<file path="config.mk">
export PLATFORM = sky130hd
export DESIGN_NAME = rgb_to_gray_pipe
export DESIGN_NICKNAME = d
export VERILOG_FILES = /design/src/rtl/rgb_to_gray_pipe_pkg.sv /design/src/rtl/sync_delay.sv /design/src/rtl/rgb_to_gray_pipe.sv
export SDC_FILE = /design/constraint.sdc
export NUM_CORES = 1
export LEC_CHECK = 0
export CORE_MARGIN = 2
export CORE_UTILIZATION = 35
export CTS_BUF_LIST = sky130_fd_sc_hd__clkbuf_4 sky130_fd_sc_hd__clkbuf_8
export DETAILED_ROUTE_END_ITERATION = 8
export PLACE_DENSITY = 0.56
export SLEW_MARGIN = 20
export SYNTH_ARGS = -nofsm -noshare
export SYNTH_HDL_FRONTEND = slang
export SYNTH_SLANG_ARGS = --single-unit
</file>
<file path="constraint.sdc">
create_clock -name clk -period 2.8 [get_ports clk]
set_input_delay 0.42 -clock clk [delete_from_list [all_inputs] [get_ports clk]]
set_output_delay 0.42 -clock clk [all_outputs]
set_load 0.01 [all_outputs]
</file>
<file path="src/rtl/rgb_to_gray_pipe_pkg.sv">
// Shared definitions for the RGB-to-gray converter and the filter stages
// that must line up with its output.
package rgb_to_gray_pipe_pkg;

  typedef enum logic [1:0] {
    MODE_WEIGHTED = 2'd0,
    MODE_R        = 2'd1,
    MODE_G        = 2'd2,
    MODE_B        = 2'd3
  } gray_mode_e;

  // Clocks from an input pixel to its gray value; downstream sync alignment uses this.
  localparam int GRAY_LATENCY = 3;

  function automatic logic vsync_active(input logic vs, input logic pol);
    return (vs == pol);
  endfunction

endpackage

</file>
<file path="src/rtl/sync_delay.sv">
// Generic asynchronous-reset shift register used to carry video sync/enable
// bits alongside a fixed-latency datapath.
module sync_delay #(
  parameter int WIDTH = 1,
  parameter int DEPTH = 1
) (
  input  logic             clk,
  input  logic             rst_n,
  input  logic [WIDTH-1:0] d_in,
  output logic [WIDTH-1:0] d_out
);

  logic [WIDTH-1:0] stage_q [DEPTH];
  logic [WIDTH-1:0] stage_d [DEPTH];

  always_comb begin
    stage_d[0] = d_in;
    for (int i = 1; i < DEPTH; i++) begin
      stage_d[i] = stage_q[i-1];
    end
  end

  always_ff @(posedge clk or negedge rst_n) begin
    if (!rst_n) begin
      for (int i = 0; i < DEPTH; i++) begin
        stage_q[i] <= '0;
      end
    end else begin
      for (int i = 0; i < DEPTH; i++) begin
        stage_q[i] <= stage_d[i];
      end
    end
  end

  assign d_out = stage_q[DEPTH-1];

endmodule

</file>
<file path="src/rtl/rgb_to_gray_pipe.sv">
// Three-stage RGB to grayscale converter with fixed-point luma weights,
// frame-synchronous channel-select mode and a matched sync delay line.
module rgb_to_gray_pipe
  import rgb_to_gray_pipe_pkg::*;
#(
  parameter int CH_W   = 8,
  parameter int COEF_W = 8,
  parameter int COEF_R = 77,
  parameter int COEF_G = 150,
  parameter int COEF_B = 29,
  parameter bit VS_POL = 1'b1
) (
  input  logic              clk,
  input  logic              rst_n,
  input  logic [1:0]        mode_in,
  input  logic              rgb_hsync,
  input  logic              rgb_vsync,
  input  logic              rgb_de,
  input  logic [3*CH_W-1:0] rgb_data,
  output logic              gray_hsync,
  output logic              gray_vsync,
  output logic              gray_de,
  output logic [CH_W-1:0]   gray_data,
  output logic [3*CH_W-1:0] gray_rgb,
  output logic [1:0]        mode_active
);

  localparam int PW = CH_W + COEF_W + 1;
  localparam int SW = CH_W + COEF_W + 3;
  localparam logic [PW-1:0] CR = PW'((COEF_W+1)'(COEF_R));
  localparam logic [PW-1:0] CG = PW'((COEF_W+1)'(COEF_G));
  localparam logic [PW-1:0] CB = PW'((COEF_W+1)'(COEF_B));
  localparam logic [SW-1:0] ROUND = SW'(1) << (COEF_W - 1);
  localparam logic [SW-1:0] Y_MAX = SW'((1 << CH_W) - 1);

  // rgb_de is a valid qualifier with no back-pressure: every cycle advances.
  logic [CH_W-1:0] r_in, g_in, b_in;
  assign {r_in, g_in, b_in} = rgb_data;

  logic            vs_prev_q, vs_prev_d;
  gray_mode_e      mode_active_q, mode_active_d;
  logic            vs_edge;

  logic [PW-1:0]   pr_q, pr_d, pg_q, pg_d, pb_q, pb_d;
  logic [CH_W-1:0] r1_q, r1_d, g1_q, g1_d, b1_q, b1_d;
  logic            de1_q, de1_d;
  gray_mode_e      mode1_q, mode1_d;

  logic [SW-1:0]   sum_q, sum_d;
  logic [CH_W-1:0] r2_q, r2_d, g2_q, g2_d, b2_q, b2_d;
  logic            de2_q, de2_d;
  gray_mode_e      mode2_q, mode2_d;

  logic [SW-1:0]   y_full;
  logic [CH_W-1:0] y_sat;
  logic [CH_W-1:0] gray_q, gray_d;

  always_comb begin
    vs_prev_d     = rgb_vsync;
    vs_edge       = vsync_active(rgb_vsync, VS_POL) && !vsync_active(vs_prev_q, VS_POL);
    mode_active_d = vs_edge ? gray_mode_e'(mode_in) : mode_active_q;

    // S1 takes the next mode so a pixel on the vsync edge already uses it.
    pr_d    = PW'(r_in) * CR;
    pg_d    = PW'(g_in) * CG;
    pb_d    = PW'(b_in) * CB;
    r1_d    = r_in;
    g1_d    = g_in;
    b1_d    = b_in;
    de1_d   = rgb_de;
    mode1_d = mode_active_d;

    sum_d   = SW'(pr_q) + SW'(pg_q) + SW'(pb_q) + ROUND;
    r2_d    = r1_q;
    g2_d    = g1_q;
    b2_d    = b1_q;
    de2_d   = de1_q;
    mode2_d = mode1_q;

    // Weights summing above 1.0 can push the result past full scale.
    y_full  = sum_q >> COEF_W;
    y_sat   = (y_full > Y_MAX) ? Y_MAX[CH_W-1:0] : y_full[CH_W-1:0];

    gray_d = y_sat;
    case (mode2_q)
      MODE_R:  gray_d = r2_q;
      MODE_G:  gray_d = g2_q;
      MODE_B:  gray_d = b2_q;
      default: gray_d = y_sat;
    endcase
    if (!de2_q) gray_d = '0;
  end

  always_ff @(posedge clk or negedge rst_n) begin
    if (!rst_n) begin
      vs_prev_q     <= 1'b0;
      mode_active_q <= MODE_WEIGHTED;
      pr_q          <= '0;
      pg_q          <= '0;
      pb_q          <= '0;
      r1_q          <= '0;
      g1_q          <= '0;
      b1_q          <= '0;
      de1_q         <= 1'b0;
      mode1_q       <= MODE_WEIGHTED;
      sum_q         <= '0;
      r2_q          <= '0;
      g2_q          <= '0;
      b2_q          <= '0;
      de2_q         <= 1'b0;
      mode2_q       <= MODE_WEIGHTED;
      gray_q        <= '0;
    end else begin
      vs_prev_q     <= vs_prev_d;
      mode_active_q <= mode_active_d;
      pr_q          <= pr_d;
      pg_q          <= pg_d;
      pb_q          <= pb_d;
      r1_q          <= r1_d;
      g1_q          <= g1_d;
      b1_q          <= b1_d;
      de1_q         <= de1_d;
      mode1_q       <= mode1_d;
      sum_q         <= sum_d;
      r2_q          <= r2_d;
      g2_q          <= g2_d;
      b2_q          <= b2_d;
      de2_q         <= de2_d;
      mode2_q       <= mode2_d;
      gray_q        <= gray_d;
    end
  end

  logic [2:0] sync_out;

  sync_delay #(
    .WIDTH(3),
    .DEPTH(GRAY_LATENCY)
  ) u_sync_delay (
    .clk   (clk),
    .rst_n (rst_n),
    .d_in  ({rgb_hsync, rgb_vsync, rgb_de}),
    .d_out (sync_out)
  );

  assign {gray_hsync, gray_vsync, gray_de} = sync_out;
  assign gray_data   = gray_q;
  assign gray_rgb    = {gray_q, gray_q, gray_q};
  assign mode_active = mode_active_q;

endmodule

</file>
==> flow_summary.yaml, run 1 <==
placement:
  dp_cells: 1024
  gp_congestion: 0.8116
  dpl_worst_slack_ns: -1.049
  io_buffers: 67
  dp_hpwl_um: 11700
critical_path:
  worst_setup_path_start_kind: "primary input"
  path_max_fanout: 2
  cp_cell_sequence: "buf_6 -> inv_2 -> fa_1 -> inv_2 -> ha_4 -> fa_1 -> ha_4 -> nor2b_4 -> o31a_1 -> or4_4 -> and3_4 -> a211oi_2"
  crit_type: "primary input to flip-flop"
  cpPeakStageDelay_ns: 0.54
  cp.required_ns: 3.14
  end_kind: "flip-flop"
  slowest_stage: "fa_1"
  cp_data_arrival_time_ns: 3.29
route:
  routed_wl_um: 14470
  drt_iter0_markers: 179
  met3_length_um: 449
  vias: 4780
  highest_layer: "met4"
  viasPerCell: 4.501
  drcViolationCount: 0
  route.layer.met1.wl_um: 6525
  firstDrtPassIters: 4
  met2_length_um: 7367
  ant_nets: 0
  post_drt_wl_per_cell_um: 13.63
layout:
  area_growth_pct: 37.10
  final-seq-area_um2: 2928
  fillers: 1765
  multi_input_area_um2: 4403
  insertedDiodeCount: 0
  layout.cells.non_filler: 1062
  nets: 976
  drive_gt1_share_pct: 31.69
yosys:
  seq_area_frac_synth_pct: 40.47
  synth.avg_cell_area_um2: 11.52
  ys_seq_elements: 117
  synth_area_leaders: "dfrtp_1 40%, ha_1 22%, fa_1 11%, inv_1 6.0%, xnor2_1 3.0%"
  ys_warn_count: 0
  post-synth-top-count-cell: "ha_1"
  synth.largest_area_cell: "dfrtp_1"
  synth_area_um2: 7234
  synth.distinct_cells: 41
  synth_commonest_cells: "127 x ha_1, 117 x dfrtp_1, 115 x inv_1"
  synthFlopType: "dfrtp_1"
  synth_fp_nets: 824
  async_flop_share_pct: 100.0
  syn_inst: 628
  synth_edf_count: 0
  synth_top_area_share_pct: 40.47
clocking:
  h-tree-depth: 4
  clock-root-buffer: "clkbuf_8"
  tritoncts.num_buffers: 17
  clk_path_buf_depth: 2
  cts_tree: "done"
  cts.sinks: 117
  clk_pin_slew_ns: 0.07
  insertion_delay_ns: 0.43
floorplan:
  dieHeight_um: 147.8
  die_x_um: 147.8
  placement_rows: 52
  core_um2: 20230
  initial_core_util_pct: 35.75
  dieArea_um2: 21840
  ios: 68
sta:
  skew_ns: 0.009099
  fin_setup_tns_ns: -0.2226
  setup_viol: 2
  worst_pin_slew_ns: 0.5321
  finalHoldViolCount: 0
  layout_setup_ws_ns: -0.1471
  rsz0062_at_grt: "yes"
  max_freq_mhz: 339.3
  period_share_pct: 105.3
  slew_viol_final: 0
  fin_crit_ns: 2.947
  maxSlewHeadroom_pct: 64.52
global_route:
  grt_pass1_vias: 5066
  grt_pass1_wl_um: 24160
  grt_usage_pct: 13.95
  grt-ovfl-total: 0
  antenna_found_initial: 0
  grt_max_degree: 48
outcome:
  status: "finished with violations"
  violations: "negative setup slack"
power:
  p_seq_share_pct: 21.0
  switching_power_w: 0.004101
  leakage_nw: 4.813
  ir_worst_vdd_v: 0.0008517
  combPwrFrac_pct: 62.8
  intPower_w: 0.006682
  switching_share_pct: 38.03
  pwr_density_cell_nw_per_um2: 1087
  clkPwrFrac_pct: 16.2
hold_path:
  hold_path.class: "primary input to flip-flop"
job:
  maxCapViolations: 0
[through the flow]
step	power [W]	hold WS [ns]	instance area (µm²)	utilization [%]
floorplan	0.006296	0.1244	7559	-
global placement	0.007752	0.3341	9032	44.64
detailed placement	0.007827	0.3347	9032	44.64
CTS	0.009825	0.1982	9639	47.64
global route	0.01174	0.1966	9918	49.02
finish	0.01078	0.2165	9918	49.02
[final cells by class]
class                   count  area share, %
well taps                 270          3.406
clock buffers              19          2.573
clock inverters            12          2.056
inverters                 115          4.403
flip-flops and latches    117          29.52
repair buffers            161          13.65
multi-input cells         368          44.39
[cells by family (layout without fill, tap and decap cells)]
group	Yosys count	in the layout	synth area share, %
adder cells (fa/ha/maj)	165	165	32.48
buffers and inverters	143	307	8.699
flip-flops	117	117	40.47
AO/OA/AOI/OAI	100	100	8.959
AND/OR/NAND/NOR	60	60	3.978
XOR/XNOR	33	33	3.995
multiplexers	10	10	1.418
[registers in the layout (all words and copies together), names as in the netlist]
signal / cells
r1_q: 8
mode2_q: 2
g2_q: 8
b1_q: 8
g1_q: 8
pg_q: 14
sum_q: 10
b2_q: 8
gray_data: 8
u_sync_delay.d_out: 3
pr_q: 13
r2_q: 8
u_sync_delay.stage_d: 6
pb_q: 11
mode1_q: 2
[path summary, 6_finish.rpt]
path,to,startpoint,slack (ns),cells after the start
hold reg to reg,g2_q[5],g1_q[5],0.34,0
min in group asynchronous,u_sync_delay.stage_d[1],rst_n,0.50,2
hold / removal,b1_q[1],rgb_data[1],0.22,2
max in group asynchronous,pg_q[2],rst_n,1.67,3
setup / recovery,pb_q[12],rgb_data[1],-0.15,12
setup reg to reg,sum_q[15],pr_q[9],0.10,11
[layout by cell type, fill, tap and decap left out, types with 12 or more instances in the layout]
cell type / Yosys / final
a21o_1: 13 / 12
a21oi_1: 25 / 14
buf_4: 24 / 94
clkbuf_8: 0 / 18
clkdlybuf4s50_1: 0 / 44
dfrtp_1: 117 / 117
fa_1: 38 / 34
ha_1: 127 / 82
ha_4: 0 / 41
inv_1: 115 / 96
inv_2: 0 / 17
nor2_1: 22 / 22
o21ai_0: 21 / 12
xnor2_1: 25 / 25
[what timing repair did]
| item | CTS | global route |
|---|---|---|
| resized for setup | 80 | 63 |
| hold buffers | 1 | 0 |
| setup endpoints to repair | 22 | 23 |
| endpoints found under the hold margin | 37 | 0 |
| buffers inserted | 3 | 4 |
| pin swaps | 26 | 51 |
[power by group through the flow]
stage	combinational [W]	sequential (W)	clock (W)
3_5_place_dp	0.00553	0.00230	0
3_3_place_gp	0.00546	0.00230	0
6_report	0.00677	0.00226	0.00175
5_1_grt	0.00757	0.00230	0.00187
4_1_cts	0.00576	0.00227	0.00179
2_1_floorplan	0.00406	0.00224	0
[critical path, delay by kind of cell]
family / cells / cell delay [ns]
and+or+nand+nor: 3 / 0.81
AOI/OAI and AO/OA: 2 / 0.41
adders and majority gates: 4 / 1.50
buffers and inverters: 3 / 0.15
[per-layer routing]
metal / track usage (%) / up-vias
met2: 24.30 / 82
met1: 17.83 / 2322
met4: 3.365 / 0
met5: 0 / -
li1: - / 2367
met3: 2.901 / 9
Note: power is estimated with default switching activity, not from simulation.
==> run 2: changes to the inputs <==
--- a/config.mk
+++ b/config.mk
@@ -5,7 +5,7 @@
 export SDC_FILE = /design/constraint.sdc
 export NUM_CORES = 1
 export LEC_CHECK = 0
-export CORE_MARGIN = 2
+export CORE_ASPECT_RATIO = 1.1
 export CORE_UTILIZATION = 35
 export CTS_BUF_LIST = sky130_fd_sc_hd__clkbuf_4 sky130_fd_sc_hd__clkbuf_8
 export DETAILED_ROUTE_END_ITERATION = 8
==> run 2 against run 1 <==
The run ends with design-rule violations, negative setup slack left. Via count grew 0.84%. Die area down 2.7%. Hold slack got worse by 0.024 ns. Final cell count is 1.5% lower. First-iteration DRC count shrank 26%. Count of clock-buffer cells in the layout up 1. Clock skew down 0.00098 ns. Critical path type unchanged.
==> flow_summary.yaml, run 2 (same netlist as run 1, synthesis figures left out) <==
outcome:
  status: "finished with violations"
  violations: "design-rule violations, negative setup slack"
sta:
  worst_pin_slew_ns: 0.5051
  setup_viol: 2
  max_freq_mhz: 350.8
  rsz0062_at_grt: "yes"
  slew_viol_final: 0
  fin_hold_ws_ns: 0.1930
  fin_crit_ns: 2.851
  layout_setup_ws_ns: -0.05091
  skew_ns: 0.008117
  maxSlewHeadroom_pct: 66.33
  finalHoldViolCount: 0
  fin_setup_tns_ns: -0.06700
  period_share_pct: 101.8
clocking:
  cts_tree: "done"
  clk_pin_slew_ns: 0.07
  insertion_delay_ns: 0.44
  tritoncts.num_buffers: 17
  clock-root-buffer: "clkbuf_8"
  cts.sinks: 117
  clk_path_buf_depth: 2
  h-tree-depth: 4
placement:
  dp_cells: 1007
  gp_congestion: 0.8249
  io_buffers: 67
  placed_area_um2: 9017
  dp_hpwl_um: 11680
global_route:
  grt_usage_pct: 14.89
  grt_max_degree: 43
  grt_pass1_vias: 5132
  grt-ovfl-total: 0
  grt_pass1_wl_um: 24650
  antenna_found_initial: 0
floorplan:
  core_um2: 20070
  ios: 68
  placement_rows: 54
  dieHeight_um: 152.8
  die_x_um: 139.1
  dieArea_um2: 21250
  initial_core_util_pct: 36.05
route:
  drt_iter0_markers: 133
  firstDrtPassIters: 6
  post_drt_wl_per_cell_um: 14.02
  viasPerCell: 4.608
  ant_nets: 0
  drcViolationCount: 12
  routed_wl_um: 14660
  vias: 4820
critical_path:
  slowest_stage: "fa_1"
  worst_setup_path_start_kind: "primary input"
  cp_data_arrival_time_ns: 3.21
  crit_type: "primary input to flip-flop"
  end_kind: "flip-flop"
  cpPeakStageDelay_ns: 0.55
  cp.required_ns: 3.15
  path_max_fanout: 2
  cp_cell_sequence: "buf_8 -> inv_4 -> fa_1 -> inv_2 -> ha_4 -> fa_1 -> ha_4 -> nor2b_4 -> o31a_1 -> or4_4 -> and3_4 -> a211oi_2"
layout:
  fillers: 1770
  top_regs: "pg_q (14), pr_q (13), pb_q (11)"
  fin_area_um2: 9824
  final_cell_mix: "117 x dfrtp_1, 94 x inv_1, 93 x buf_4"
  insertedDiodeCount: 0
  area_growth_pct: 35.80
  final_common_cell: "dfrtp_1"
  drive_gt1_share_pct: 31.99
  regMostFlops: "pg_q"
  nets: 977
  largest_register_ffs: 14
  layout.cells.non_filler: 1046
power:
  leakage_nw: 4.776
  ir_worst_vdd_v: 0.0007551
  pwr_density_cell_nw_per_um2: 1064
  power_w: 0.01045
hold_path:
  hold_path.class: "primary input to flip-flop"
job:
  maxCapViolations: 0
[run 2: cell types whose count changed in the layout (fill, tap and decap cells not counted), moves of 2 or more]
cell       previous run  this run
inv_2                17        19
bufinv_16             5         1
a21oi_2               9        11
clkinv_2              1         4
inv_1                96        94
[run 2: final timing paths]
| check | start | endpoint | slack, ns | cells past startpoint |
|---|---|---|---|---|
| max in group asynchronous | rst_n | pg_q[3] | 1.70 | 3 |
| min reg2reg | g1_q[6] | g2_q[6] | 0.35 | 0 |
| max | rgb_data[2] | pb_q[12] | -0.05 | 12 |
| max reg2reg | pr_q[3] | sum_q[15] | 0.05 | 11 |
| min in group asynchronous | rst_n | u_sync_delay.stage_d[1] | 0.46 | 2 |
| min | rgb_data[1] | b1_q[1] | 0.19 | 2 |
[run 2: layout make-up]
| class | count | area (µm²) | share of cell area (%) |
|---|---|---|---|
| multi-input combinational | 368 | 4399 | 44.78 |
| sequential | 117 | 2928 | 29.80 |
| timing repair buffer | 162 | 1370 | 13.95 |
| inverter | 115 | 436.7 | 4.445 |
| tap | 252 | 315.3 | 3.209 |
| clock buffer | 20 | 269.0 | 2.738 |
| clock inverter | 12 | 106.4 | 1.083 |
[run 2: metrics by stage]
stage / setup WS, ns / util [%]
after CTS: -0.1764 / 47.74
after floorplan: -0.3896 / -
after global placement: -0.9700 / 44.94
final: -0.05091 / 48.96
after detailed placement: -1.029 / 44.94
after global routing: -0.08465 / 48.96
[run 2: where the power goes]
part           leakage [nW]  switching (W)  internal [W]  total, W
Combinational          3.21        0.00329       0.00349   0.00678
Clock                 0.184       0.000662      0.000752   0.00141
Sequential             1.38       0.000143       0.00211   0.00226
Total                  4.78        0.00410       0.00636    0.0105
[run 2: critical path, delay by kind of cell]
kind	cells	cell delay, ns
adders and majority gates	4	1.52
buffers and inverters	3	0.17
and+or+nand+nor	3	0.70
AOI/OAI and AO/OA	2	0.38
[run 2: layer usage]
metal	up-vias	wire length [µm]	GRT usage [%]
met4	0	255	5.767
li1	2361	-	-
met5	-	0	0
met3	22	402	2.986
met1	2359	6381	17.81
met2	78	7624	26.24
[run 2: timing repair]
| action | 4_1_cts | 5_1_grt |
|---|---|---|
| resized for setup | 86 | 59 |
| hold endpoints to repair | 30 | 0 |
| hold buffers | 1 | 0 |
| pin swaps | 31 | 52 |
| endpoints found under the setup margin | 23 | 22 |
| setup buffers | 2 | 4 |
==> run 3: changes to the inputs <==
--- a/config.mk
+++ b/config.mk
@@ -9,6 +9,7 @@
 export CORE_UTILIZATION = 35
 export CTS_BUF_LIST = sky130_fd_sc_hd__clkbuf_4 sky130_fd_sc_hd__clkbuf_8
 export DETAILED_ROUTE_END_ITERATION = 8
+export GPL_TIMING_DRIVEN = 0
 export PLACE_DENSITY = 0.56
 export SLEW_MARGIN = 20
 export SYNTH_ARGS = -nofsm -noshare
==> run 3 against run 2 <==
The run still ends with design-rule violations, negative setup slack left. Die area did not move. Clock skew barely moved. Fmax fell by 2.6%. Final cell count fell by 5.5%. Combinational power fell by 5.2%. First-iteration DRC count rose by 55%. Non-clock buffer count fell by 58. Sequential power barely moved. Worst setup slack got worse by 0.077 ns. Hold slack got worse by 0.085 ns. Critical endpoint unchanged. Highest routed layer unchanged.
==> flow_summary.yaml, run 3 (same netlist as run 1, synthesis figures left out) <==
route:
  post_drt_wl_per_cell_um: 13.94
  drcViolationCount: 11
  routed_wl_um: 13770
  route.layer.met1.wl_um: 6018
  met2_length_um: 7184
  drt_iter0_markers: 206
  met3_length_um: 374
  ant_nets: 0
  highest_layer: "met4"
  vias: 4606
  firstDrtPassIters: 8
  viasPerCell: 4.662
critical_path:
  reg2reg_to: "sum_q[14]"
  rrSetupSlack_ns: 0.07
  worst_setup_path_start_kind: "primary input"
  cp_data_arrival_time_ns: 3.29
  path_max_fanout: 3
  cp.required_ns: 3.16
  crit_type: "primary input to flip-flop"
  r2r_start: "pb_q[4]"
  r2r_cells: 11
  crit_start: "rgb_data[2]"
  end_kind: "flip-flop"
sta:
  maxSlewHeadroom_pct: 65.57
  fin_crit_ns: 2.928
  max_freq_mhz: 341.6
  layout_setup_ws_ns: -0.1277
  slew_viol_final: 0
  period_share_pct: 104.6
  rsz0062_at_grt: "yes"
  setup_viol: 2
  fin_hold_ws_ns: 0.1077
  skew_ns: 0.008001
  worst_pin_slew_ns: 0.5165
  finalHoldViolCount: 0
power:
  leakage_nw: 4.521
  power_w: 0.01005
  pwr_density_cell_nw_per_um2: 1074
  ir_worst_vdd_v: 0.0007357
layout:
  regMostFlops: "pg_q"
  largest_register_ffs: 14
  nets: 919
  layout.cells.non_filler: 988
  final_cell_mix: "117 x dfrtp_1, 97 x inv_1, 90 x ha_1"
  fillers: 1811
  drive_gt1_share_pct: 25.68
  top_regs: "pg_q (14), pr_q (13), pb_q (11)"
  insertedDiodeCount: 0
  area_growth_pct: 29.26
  final_common_cell: "dfrtp_1"
global_route:
  grt-ovfl-total: 0
  grt_pass1_vias: 4887
  grt_usage_pct: 14.17
  antenna_found_initial: 0
  grt_pass1_wl_um: 23470
  grt_max_degree: 62
hold_path:
  whs_endpoint: "b1_q[3]"
  hold_path_startpoint: "rgb_data[3]"
  hold-path-cell-count: 1
  hold_path.class: "primary input to flip-flop"
floorplan:
  initial_core_util_pct: 36.05
  core_um2: 20070
  die_x_um: 139.1
  dieArea_um2: 21250
  ios: 68
  placement_rows: 54
  dieHeight_um: 152.8
clocking:
  cts.sinks: 117
  clk_pin_slew_ns: 0.07
  cts_tree: "done"
  tritoncts.num_buffers: 17
  insertion_delay_ns: 0.44
  h-tree-depth: 4
  clock-root-buffer: "clkbuf_8"
  clk_path_buf_depth: 2
placement:
  gp_congestion: 0.8028
  dp_hpwl_um: 10900
  io_buffers: 67
  dp_cells: 948
outcome:
  violations: "design-rule violations, negative setup slack"
  status: "finished with violations"
job:
  maxCapViolations: 0
run 3: metrics by stage:
stage               instance area, µm²   TNS, ns  setup slack (ns)  util, %
floorplan                         7559    -1.136           -0.3896        -
global placement                  8544   -356.78            -2.891    42.58
detailed placement                8573    -20.47            -1.294    42.72
CTS                               9091  -0.09478          -0.09478    45.30
global route                      9351   -0.5364           -0.1984    46.60
finish                            9351   -0.1452           -0.1277    46.60
run 3: critical path: stages:
cell and delay, ns:
buf_12 0.08, inv_6 0.03, fa_1 0.53, inv_1 0.05, ha_1 0.28, inv_2 0.04
fa_1 0.52, inv_2 0.05, ha_4 0.24, o21a_1 0.18, o31a_1 0.12, or4_4 0.45
and3_4 0.17, a211oi_2 0.13
run 3: what timing repair did:
item | in CTS | in global routing
gates resized for setup | 117 | 56
endpoints found under the hold margin | 56 | 0
hold buffers | 1 | 0
setup endpoints to repair | 25 | 16
gates cloned | 0 | 0
setup buffers | 2 | 5
pin swaps | 9 | 33
run 3: area by class of cell:
type                       count  area, µm²  share of cell area (%)
tap                          252      315.3                   3.372
sequential                   117       2928                   31.31
clock inverter                12      96.34                   1.030
buffer                        28      197.7                   2.114
inverter                     115      439.2                   4.696
multi-input combinational    368       4344                   46.45
clock buffer                  20      275.3                   2.944
timing repair buffer          76      755.7                   8.081
run 3: per-layer routing:
metal | track usage [%] | vias up
li1 | - | 2258
met1 | 16.90 | 2253
met2 | 25.28 | 78
met3 | 2.671 | 17
met4 | 5.238 | 0
met5 | 0 | -
run 3: how the worst max path moves through the flow:
stage / depth (start not counted) / end
floorplan: 11 / pb_q[12]
global placement: 1 / pg_q[5]
detailed placement: 14 / pb_q[12]
CTS: 12 / pb_q[12]
global route: 14 / pb_q[12]
finish: 14 / pb_q[12]
run 3: report_power, final:
part | internal, W | switching, W
logic | 0.00321 | 0.00322
clock network | 0.000691 | 0.000689
registers | 0.00211 | 0.000129
